<file path="src/rtl/pi_sched_pkg.sv">
// Shared types and constants for the pi switch scheduler: direction and
// select codes, input/output index constants, packet field offsets and the
// allocation record passed from the allocator to the output crossbar.
package pi_sched_pkg;

    typedef enum logic [1:0] {
        VOID  = 2'b00,
        LEFT  = 2'b01,
        RIGHT = 2'b10,
        UP    = 2'b11
    } dir_t;

    // Crossbar source selects, one per input link.
    typedef enum logic [1:0] {
        SEL_UPR   = 2'b00,
        SEL_LEFT  = 2'b01,
        SEL_RIGHT = 2'b10,
        SEL_UPL   = 2'b11
    } sel_t;

    // Output link slots; u1/u2 are the two up-links before randomisation.
    localparam logic [1:0] OUT_L  = 2'd0;
    localparam logic [1:0] OUT_R  = 2'd1;
    localparam logic [1:0] OUT_U1 = 2'd2;
    localparam logic [1:0] OUT_U2 = 2'd3;

    // Input link slots.
    localparam logic [1:0] IN_L  = 2'd0;
    localparam logic [1:0] IN_R  = 2'd1;
    localparam logic [1:0] IN_UL = 2'd2;
    localparam logic [1:0] IN_UR = 2'd3;

    // Per-output claim flags and source selects, plus the output each input won.
    typedef struct packed {
        logic [3:0]       vld;
        logic [3:0][1:0]  src;
        logic [3:0][1:0]  dst;
    } alloc_t;

    function automatic int valid_bit(input int packet_width);
        return packet_width - 1;
    endfunction

    function automatic int addr_msb(input int packet_width);
        return packet_width - 2;
    endfunction

    function automatic sel_t input_sel(input logic [1:0] in_idx);
        sel_t s;
        case (in_idx)
            IN_L:    s = SEL_LEFT;
            IN_R:    s = SEL_RIGHT;
            IN_UL:   s = SEL_UPL;
            default: s = SEL_UPR;
        endcase
        return s;
    endfunction

endpackage

</file>
<file path="src/rtl/pi_switch_sched_decode.sv">
// Address-to-direction decode for one input link: packets whose destination
// lies outside this switch's subtree go UP, otherwise the bit just below the
// subtree prefix picks the LEFT or RIGHT child.
module pi_route_decode
    import pi_sched_pkg::*;
#(
    parameter int ADDR_WIDTH = 5,
    parameter int LEVEL      = 1,
    parameter int POS        = 0
) (
    input  logic                  valid,
    input  logic [ADDR_WIDTH-1:0] addr,
    output dir_t                  dir
);

    localparam int HI_W = ADDR_WIDTH - LEVEL;
    localparam logic [HI_W-1:0] POS_V = HI_W'(POS);

    // Classify the packet by comparing its address prefix with this switch.
    always_comb begin
        dir = VOID;
        if (valid) begin
            if (addr[ADDR_WIDTH-1:LEVEL] != POS_V)
                dir = UP;
            else if (addr[LEVEL-1])
                dir = RIGHT;
            else
                dir = LEFT;
        end
    end

endmodule

</file>
<file path="src/rtl/pi_switch_sched.sv">
// Deflection scheduler for one pi switch. Stage 1 registers the four input
// packets with their decoded directions; stage 2 assigns every valid packet
// to a distinct output by fixed class priority, drives the registered
// crossbar, randomises the up-links with an LFSR and counts deflections.
module pi_switch_sched
    import pi_sched_pkg::*;
#(
    parameter int          PACKET_WIDTH = 49,
    parameter int          ADDR_WIDTH   = 5,
    parameter int          LEVEL        = 1,
    parameter int          POS          = 0,
    parameter logic [15:0] LFSR_SEED    = 16'hACE1,
    parameter int          CNT_WIDTH    = 16
) (
    input  logic                    clk,
    input  logic                    reset,
    input  logic [PACKET_WIDTH-1:0] in_l,
    input  logic [PACKET_WIDTH-1:0] in_r,
    input  logic [PACKET_WIDTH-1:0] in_ul,
    input  logic [PACKET_WIDTH-1:0] in_ur,
    output logic [PACKET_WIDTH-1:0] out_l,
    output logic [PACKET_WIDTH-1:0] out_r,
    output logic [PACKET_WIDTH-1:0] out_ul,
    output logic [PACKET_WIDTH-1:0] out_ur,
    input  logic                    clear_stats,
    output logic [CNT_WIDTH-1:0]    defl_count,
    output logic                    up_toggle
);

    localparam int VB = valid_bit(PACKET_WIDTH);
    localparam int AM = addr_msb(PACKET_WIDTH);

    logic [3:0][PACKET_WIDTH-1:0] in_pkt;
    dir_t                         in_dir [4];
    logic [3:0][PACKET_WIDTH-1:0] s1_pkt;
    dir_t                         s1_dir [4];
    alloc_t                       alloc;
    logic [2:0]                   ndefl;
    logic [3:0][PACKET_WIDTH-1:0] src_pkt;
    logic [3:0][PACKET_WIDTH-1:0] cand;
    logic                         up_used;
    logic                         lfsr_fb;
    logic [15:0]                  lfsr;
    logic [CNT_WIDTH:0]           cnt_sum;

    assign in_pkt = {in_ur, in_ul, in_r, in_l};

    for (genvar g = 0; g < 4; g++) begin : g_decode
        pi_route_decode #(
            .ADDR_WIDTH (ADDR_WIDTH),
            .LEVEL      (LEVEL),
            .POS        (POS)
        ) u_decode (
            .valid (in_pkt[g][VB]),
            .addr  (in_pkt[g][AM -: ADDR_WIDTH]),
            .dir   (in_dir[g])
        );
    end

    // Priority pick: first listed output that is still unclaimed.
    function automatic logic [1:0] first_free(input logic [3:0] used,
                                              input logic [1:0] p0, input logic [1:0] p1,
                                              input logic [1:0] p2, input logic [1:0] p3);
        logic [1:0] pick;
        pick = p3;
        if (!used[p2]) pick = p2;
        if (!used[p1]) pick = p1;
        if (!used[p0]) pick = p0;
        return pick;
    endfunction

    function automatic alloc_t claim(input alloc_t a, input logic [1:0] inp,
                                     input logic [1:0] outp);
        alloc_t r;
        r = a;
        r.vld[outp] = 1'b1;
        r.src[outp] = input_sel(inp);
        r.dst[inp]  = outp;
        return r;
    endfunction

    // Class-ordered claims: turnbacks, downlinks, side traffic, then uplinks.
    // With four inputs and four outputs a free slot always remains.
    function automatic alloc_t allocate(input dir_t d_l, input dir_t d_r,
                                        input dir_t d_ul, input dir_t d_ur);
        alloc_t     a;
        logic [1:0] tgt;
        a = '0;
        if (d_l == LEFT)   a = claim(a, IN_L,  OUT_L);
        if (d_r == RIGHT)  a = claim(a, IN_R,  OUT_R);
        if (d_ul == UP)    a = claim(a, IN_UL, OUT_U1);
        if (d_ur == UP)    a = claim(a, IN_UR, OUT_U2);
        if (d_ul == LEFT || d_ul == RIGHT) begin
            tgt = (d_ul == LEFT) ? OUT_L : OUT_R;
            a = claim(a, IN_UL, a.vld[tgt] ?
                      first_free(a.vld, OUT_U1, OUT_U2, OUT_L, OUT_R) : tgt);
        end
        if (d_ur == LEFT || d_ur == RIGHT) begin
            tgt = (d_ur == LEFT) ? OUT_L : OUT_R;
            a = claim(a, IN_UR, a.vld[tgt] ?
                      first_free(a.vld, OUT_U1, OUT_U2, OUT_L, OUT_R) : tgt);
        end
        if (d_l == RIGHT)
            a = claim(a, IN_L, first_free(a.vld, OUT_R, OUT_L, OUT_U1, OUT_U2));
        if (d_r == LEFT)
            a = claim(a, IN_R, first_free(a.vld, OUT_L, OUT_R, OUT_U1, OUT_U2));
        if (d_l == UP)
            a = claim(a, IN_L, first_free(a.vld, OUT_U1, OUT_U2, OUT_L, OUT_R));
        if (d_r == UP)
            a = claim(a, IN_R, first_free(a.vld, OUT_U1, OUT_U2, OUT_R, OUT_L));
        return a;
    endfunction

    // Either up-link satisfies an UP request; side requests need their own link.
    function automatic logic is_defl(input dir_t d, input logic [1:0] o);
        logic res;
        case (d)
            LEFT:    res = (o != OUT_L);
            RIGHT:   res = (o != OUT_R);
            UP:      res = (o != OUT_U1) && (o != OUT_U2);
            default: res = 1'b0;
        endcase
        return res;
    endfunction

    // Stage 1: capture packets and their decoded directions.
    always_ff @(posedge clk) begin
        if (reset) begin
            s1_pkt <= '0;
            for (int i = 0; i < 4; i++) s1_dir[i] <= VOID;
        end else begin
            s1_pkt <= in_pkt;
            for (int i = 0; i < 4; i++) s1_dir[i] <= in_dir[i];
        end
    end

    // Stage 2 combinational: allocation, crossbar candidates, deflection count.
    always_comb begin
        alloc = allocate(s1_dir[IN_L], s1_dir[IN_R], s1_dir[IN_UL], s1_dir[IN_UR]);
        ndefl = 3'd0;
        for (int i = 0; i < 4; i++)
            ndefl = ndefl + 3'(is_defl(s1_dir[i], alloc.dst[i]));
        src_pkt[SEL_UPR]   = s1_pkt[IN_UR];
        src_pkt[SEL_LEFT]  = s1_pkt[IN_L];
        src_pkt[SEL_RIGHT] = s1_pkt[IN_R];
        src_pkt[SEL_UPL]   = s1_pkt[IN_UL];
        for (int o = 0; o < 4; o++)
            cand[o] = alloc.vld[o] ? src_pkt[alloc.src[o]] : '0;
        up_used = alloc.vld[OUT_U1] | alloc.vld[OUT_U2];
        lfsr_fb = lfsr[0] ^ lfsr[2] ^ lfsr[3] ^ lfsr[5];
        cnt_sum = {1'b0, defl_count} + (CNT_WIDTH+1)'(ndefl);
    end

    // Output crossbar register; the LFSR bit decides which up-link gets u1.
    always_ff @(posedge clk) begin
        if (reset) begin
            out_l  <= '0;
            out_r  <= '0;
            out_ul <= '0;
            out_ur <= '0;
        end else begin
            out_l  <= cand[OUT_L];
            out_r  <= cand[OUT_R];
            out_ul <= lfsr[0] ? cand[OUT_U1] : cand[OUT_U2];
            out_ur <= lfsr[0] ? cand[OUT_U2] : cand[OUT_U1];
        end
    end

    // LFSR advances only when an up-link actually carries a packet.
    always_ff @(posedge clk) begin
        if (reset)
            lfsr <= LFSR_SEED;
        else if (up_used)
            lfsr <= {lfsr_fb, lfsr[15:1]};
    end

    // Saturating deflection counter; a clear beats a same-cycle increment.
    always_ff @(posedge clk) begin
        if (reset || clear_stats)
            defl_count <= '0;
        else if (cnt_sum[CNT_WIDTH])
            defl_count <= '1;
        else
            defl_count <= cnt_sum[CNT_WIDTH-1:0];
    end

    assign up_toggle = lfsr[0];

endmodule

</file>
<file path="config.mk">
export PLATFORM = sky130hd
export DESIGN_NAME = pi_switch_sched
export DESIGN_NICKNAME = d
export VERILOG_FILES = /design/src/rtl/pi_sched_pkg.sv /design/src/rtl/pi_switch_sched_decode.sv /design/src/rtl/pi_switch_sched.sv
export SDC_FILE = /design/constraint.sdc
export NUM_CORES = 1
export LEC_CHECK = 0
export CORE_UTILIZATION = 35
export CTS_CLUSTER_SIZE = 8
export DETAILED_ROUTE_END_ITERATION = 7
export GPL_TIMING_DRIVEN = 1
export PLACE_DENSITY = 0.61
export SYNTH_ARGS = -nofsm -noshare
export SYNTH_HDL_FRONTEND = slang
export SYNTH_SLANG_ARGS = --single-unit
export TNS_END_PERCENT = 30
</file>
<file path="constraint.sdc">
create_clock -name clk -period 5.7 [get_ports clk]
set_input_delay 0.57 -clock clk [delete_from_list [all_inputs] [get_ports clk]]
set_output_delay 0.57 -clock clk [all_outputs]
set_load 0.1 [all_outputs]
</file>
==> impl_metrics.toml <==
[run_status]
status = "complete, but fails checks"
violations = "DRC"

[finish]
layout.cells.non_filler = 3518
drive_gt1_share_pct = 7.26
final_cell_mix = "dfxtp_1, clkdlybuf4s50_1, nor2b_1, mux2i_1, o211ai_1"
synthToLayoutAreaGrowth_pct = 29.0
final_core_util_pct = 45.7
layout.nets = 2874
layout.cells.most_common = "dfxtp_1"

[yosys]
synth_edf_count = 0
syn_area_per_cell_um2 = 9.25
syn_area_mm2 = 0.0223
synth-async-reset-ratio_pct = 0
yosys_register_bits = 432
yosysWarnings = 0
syn_nets = 2627
synth_cells = 2416
yosysUniqueCellTypes = 78
yosysSeqAreaShare_pct = 38.7
synthFlopType = "dfxtp_1"

[die]
die_w_um = 255
die-area_mm2 = 0.0649
die_h_um = 255
initial_core_util_pct = 35.4
core_area_mm2 = 0.0631
ios = 412
rows = 92

[worst_setup_path]
r2r-start = "s1_dir[2][0]"
crit_path_cell_trace = "inv_1 -> ha_1 -> and3_1 -> a221o_1 -> o21ai_0 -> o211ai_1 -> nand3_4 -> maj3_2 -> nor2_1 -> nor2_1 -> fa_1 -> inv_1 -> fa_1 -> fa_1 -> nand3_1 -> nor3_1 -> nand4_1 -> buf_4 -> a21oi_1"
worst-r2r-setup-slack_ns = 0.30
r2r_cells = 19
crit_path_frequent_cell = "fa_1"
rr_endpoint = "defl_count[2]"
startpoint = "s1_dir[2][0]"
critPathRequiredTime_ns = 6.17
critPathBufInv = 3
slowest_delay_ns = 0.51
crit_path_end = "defl_count[2]"
cp.depth = 19
cp.arrival_ns = 5.87
crit_type = "flip-flop to flip-flop"
slowest_stage = "fa_1"
critPathLaunchType = "flip-flop"
cp_max_fo = 13
crit_path_end_kind = "flip-flop"
critical_path.top_delay_family = "adder cells"

[cts]
cts_max_level = 2
root_buffer = "clkbuf_16"
tritoncts = "done"
clockBufferDepth = 3
path_clk_slew_ns = 0.05
cts_made_buffers = 61
clkLatencyLatePin_ns = 0.64
clock_sinks = 432

[placement]
place_congestion = 0.894
port_buffers = 411
dp_hpwl_um = 60400
place_inst = 3445

[route]
top_layer = "met4"
dr.first_iter.drc_count = 2701
drc = 1
vias = 23100
wirelength_um = 96500
firstDrtPassIters = 8
met1_length_um = 38900
drt-vias-per-instance = 6.57
wl_per_cell_um = 27.4
wl_met3_um = 10100
final_antenna_net_count = 0
met2_length_um = 43300

[sta]
min_period_over_period_pct = 94.7
slew_headroom_pct = 10.7
final_max_slew_viol_count = 0
max_freq_ghz = 0.185
setup_viol = 0
worstMarginPinSlew_ns = 1.34
finalCriticalPeriod_ns = 5.40
finalHoldViolCount = 0
clock_skew_ns = 0.0416

[power]
p_per_area_mw_per_mm2 = 323
leakage_nw = 10.6
peakVddDrop_mv = 0.202
p_total_mw = 9.31

[global_routing]
antenna_found_initial = 2
grt_pass1_vias = 22600
grt_overflow = 0
grt_max_degree = 103
grt_use_total_pct = 28.3
grt_pass1_wl_um = 141000

[job]
maxCapViolCount = 0

[hold_path]
holdCritPathClass = "primary input to flip-flop"
-- synthesized netlist by cell type, drive strengths merged, types with 11 or more instances --
cell     instances  area (um^2)
dfxtp          432         8650
clkbuf         218          818
nor2b          194         1210
mux2i          156         1560
o211ai         153         1150
inv            126          473
and3           104          651
nand4          101          632
a32oi          100          883
o221ai          98          858
o311ai          98          858
a21oi           84          420
buf             77          417
nor4            56          350
o2111ai         51          447
a221o           50          500
a22o            49          429
a2111oi         48          505
nor2            41          156
nand2           26         97.6
o21ai           22          114
nand3           13         70.1
nand2b          11         68.8
-- timing repair --
| item | 4_1_cts | 5_1_grt |
|---|---|---|
| setup buffers | 0 | 1 |
| endpoints found under the setup margin | 0 | 13 |
| resized for setup | 0 | 0 |
| hold endpoints to repair | 0 | 0 |
| hold buffers | 0 | 0 |
-- report_power, final --
part	leakage, nW	switching [mW]	internal, mW	total [mW]
Combinational	6.19	1.86	0.747	2.61
Clock	0.813	1.32	1.96	3.28
Sequential	3.55	0.189	3.23	3.42
-- per-layer routing --
metal,GRT usage [%],vias to the layer above
met2,44.6,1605
met1,36.4,11200
met4,13.8,0
met3,6.47,294
met5,0,-
li1,-,9993
-- flip-flops by register name, indices dropped and copies added, names as in the netlist --
name / flops
defl_count: 16
lfsr: 16
out_l: 49
out_r: 49
out_ul: 49
out_ur: 49
s1_dir: 8
s1_pkt: 196
-- final cells by class --
type / count / area, um^2
fillers: 5946 / 34300
multi-input cells: 1563 / 12300
flip-flops and latches: 432 / 8650
repair buffers: 479 / 4730
clock buffers: 67 / 1580
well taps: 846 / 1060
inverters: 126 / 473
clock inverters: 4 / 81.3
diodes: 1 / 2.50
-- stage by stage --
| step | worst slack, ns | hold slack [ns] | setup TNS (ns) | cell area [um^2] |
|---|---|---|---|---|
| 2_1_floorplan | 0.889 | 0.435 | 0 | 22300 |
| 3_3_place_gp | 0.298 | 0.440 | 0 | 27100 |
| 3_5_place_dp | 0.109 | 0.453 | 0 | 27100 |
| 4_1_cts | 0.0532 | 0.398 | 0 | 28800 |
| 5_1_grt | -0.00400 | 0.449 | -0.00400 | 28800 |
| 6_report | 0.304 | 0.420 | 0 | 28800 |
-- cells by family after synthesis --
group                      after synthesis  synth area share, %
DFF                                    432                 38.7
AOI/OAI and AO/OA                      805                 29.8
adders and majority gates               13                0.823
and+or+nand+nor                        574                 15.4
buffers and inverters                  421                 7.64
muxes                                  156                 6.99
xor gates and xnor gates                15                0.588
-- worst min-delay path by stage --
stage / startpoint / end / slack (ns) / cells after the start
final: reset / s1_pkt[96] / 0.42 / 2
after global routing: reset / lfsr[1] / 0.45 / 2
after CTS: reset / s1_pkt[96] / 0.40 / 2
after detailed placement: lfsr[8] / lfsr[7] / 0.45 / 1
after global placement: lfsr[7] / lfsr[6] / 0.44 / 1
after floorplan: lfsr[12] / lfsr[11] / 0.43 / 1
No activity file was read; power rests on OpenSTA's default activity.
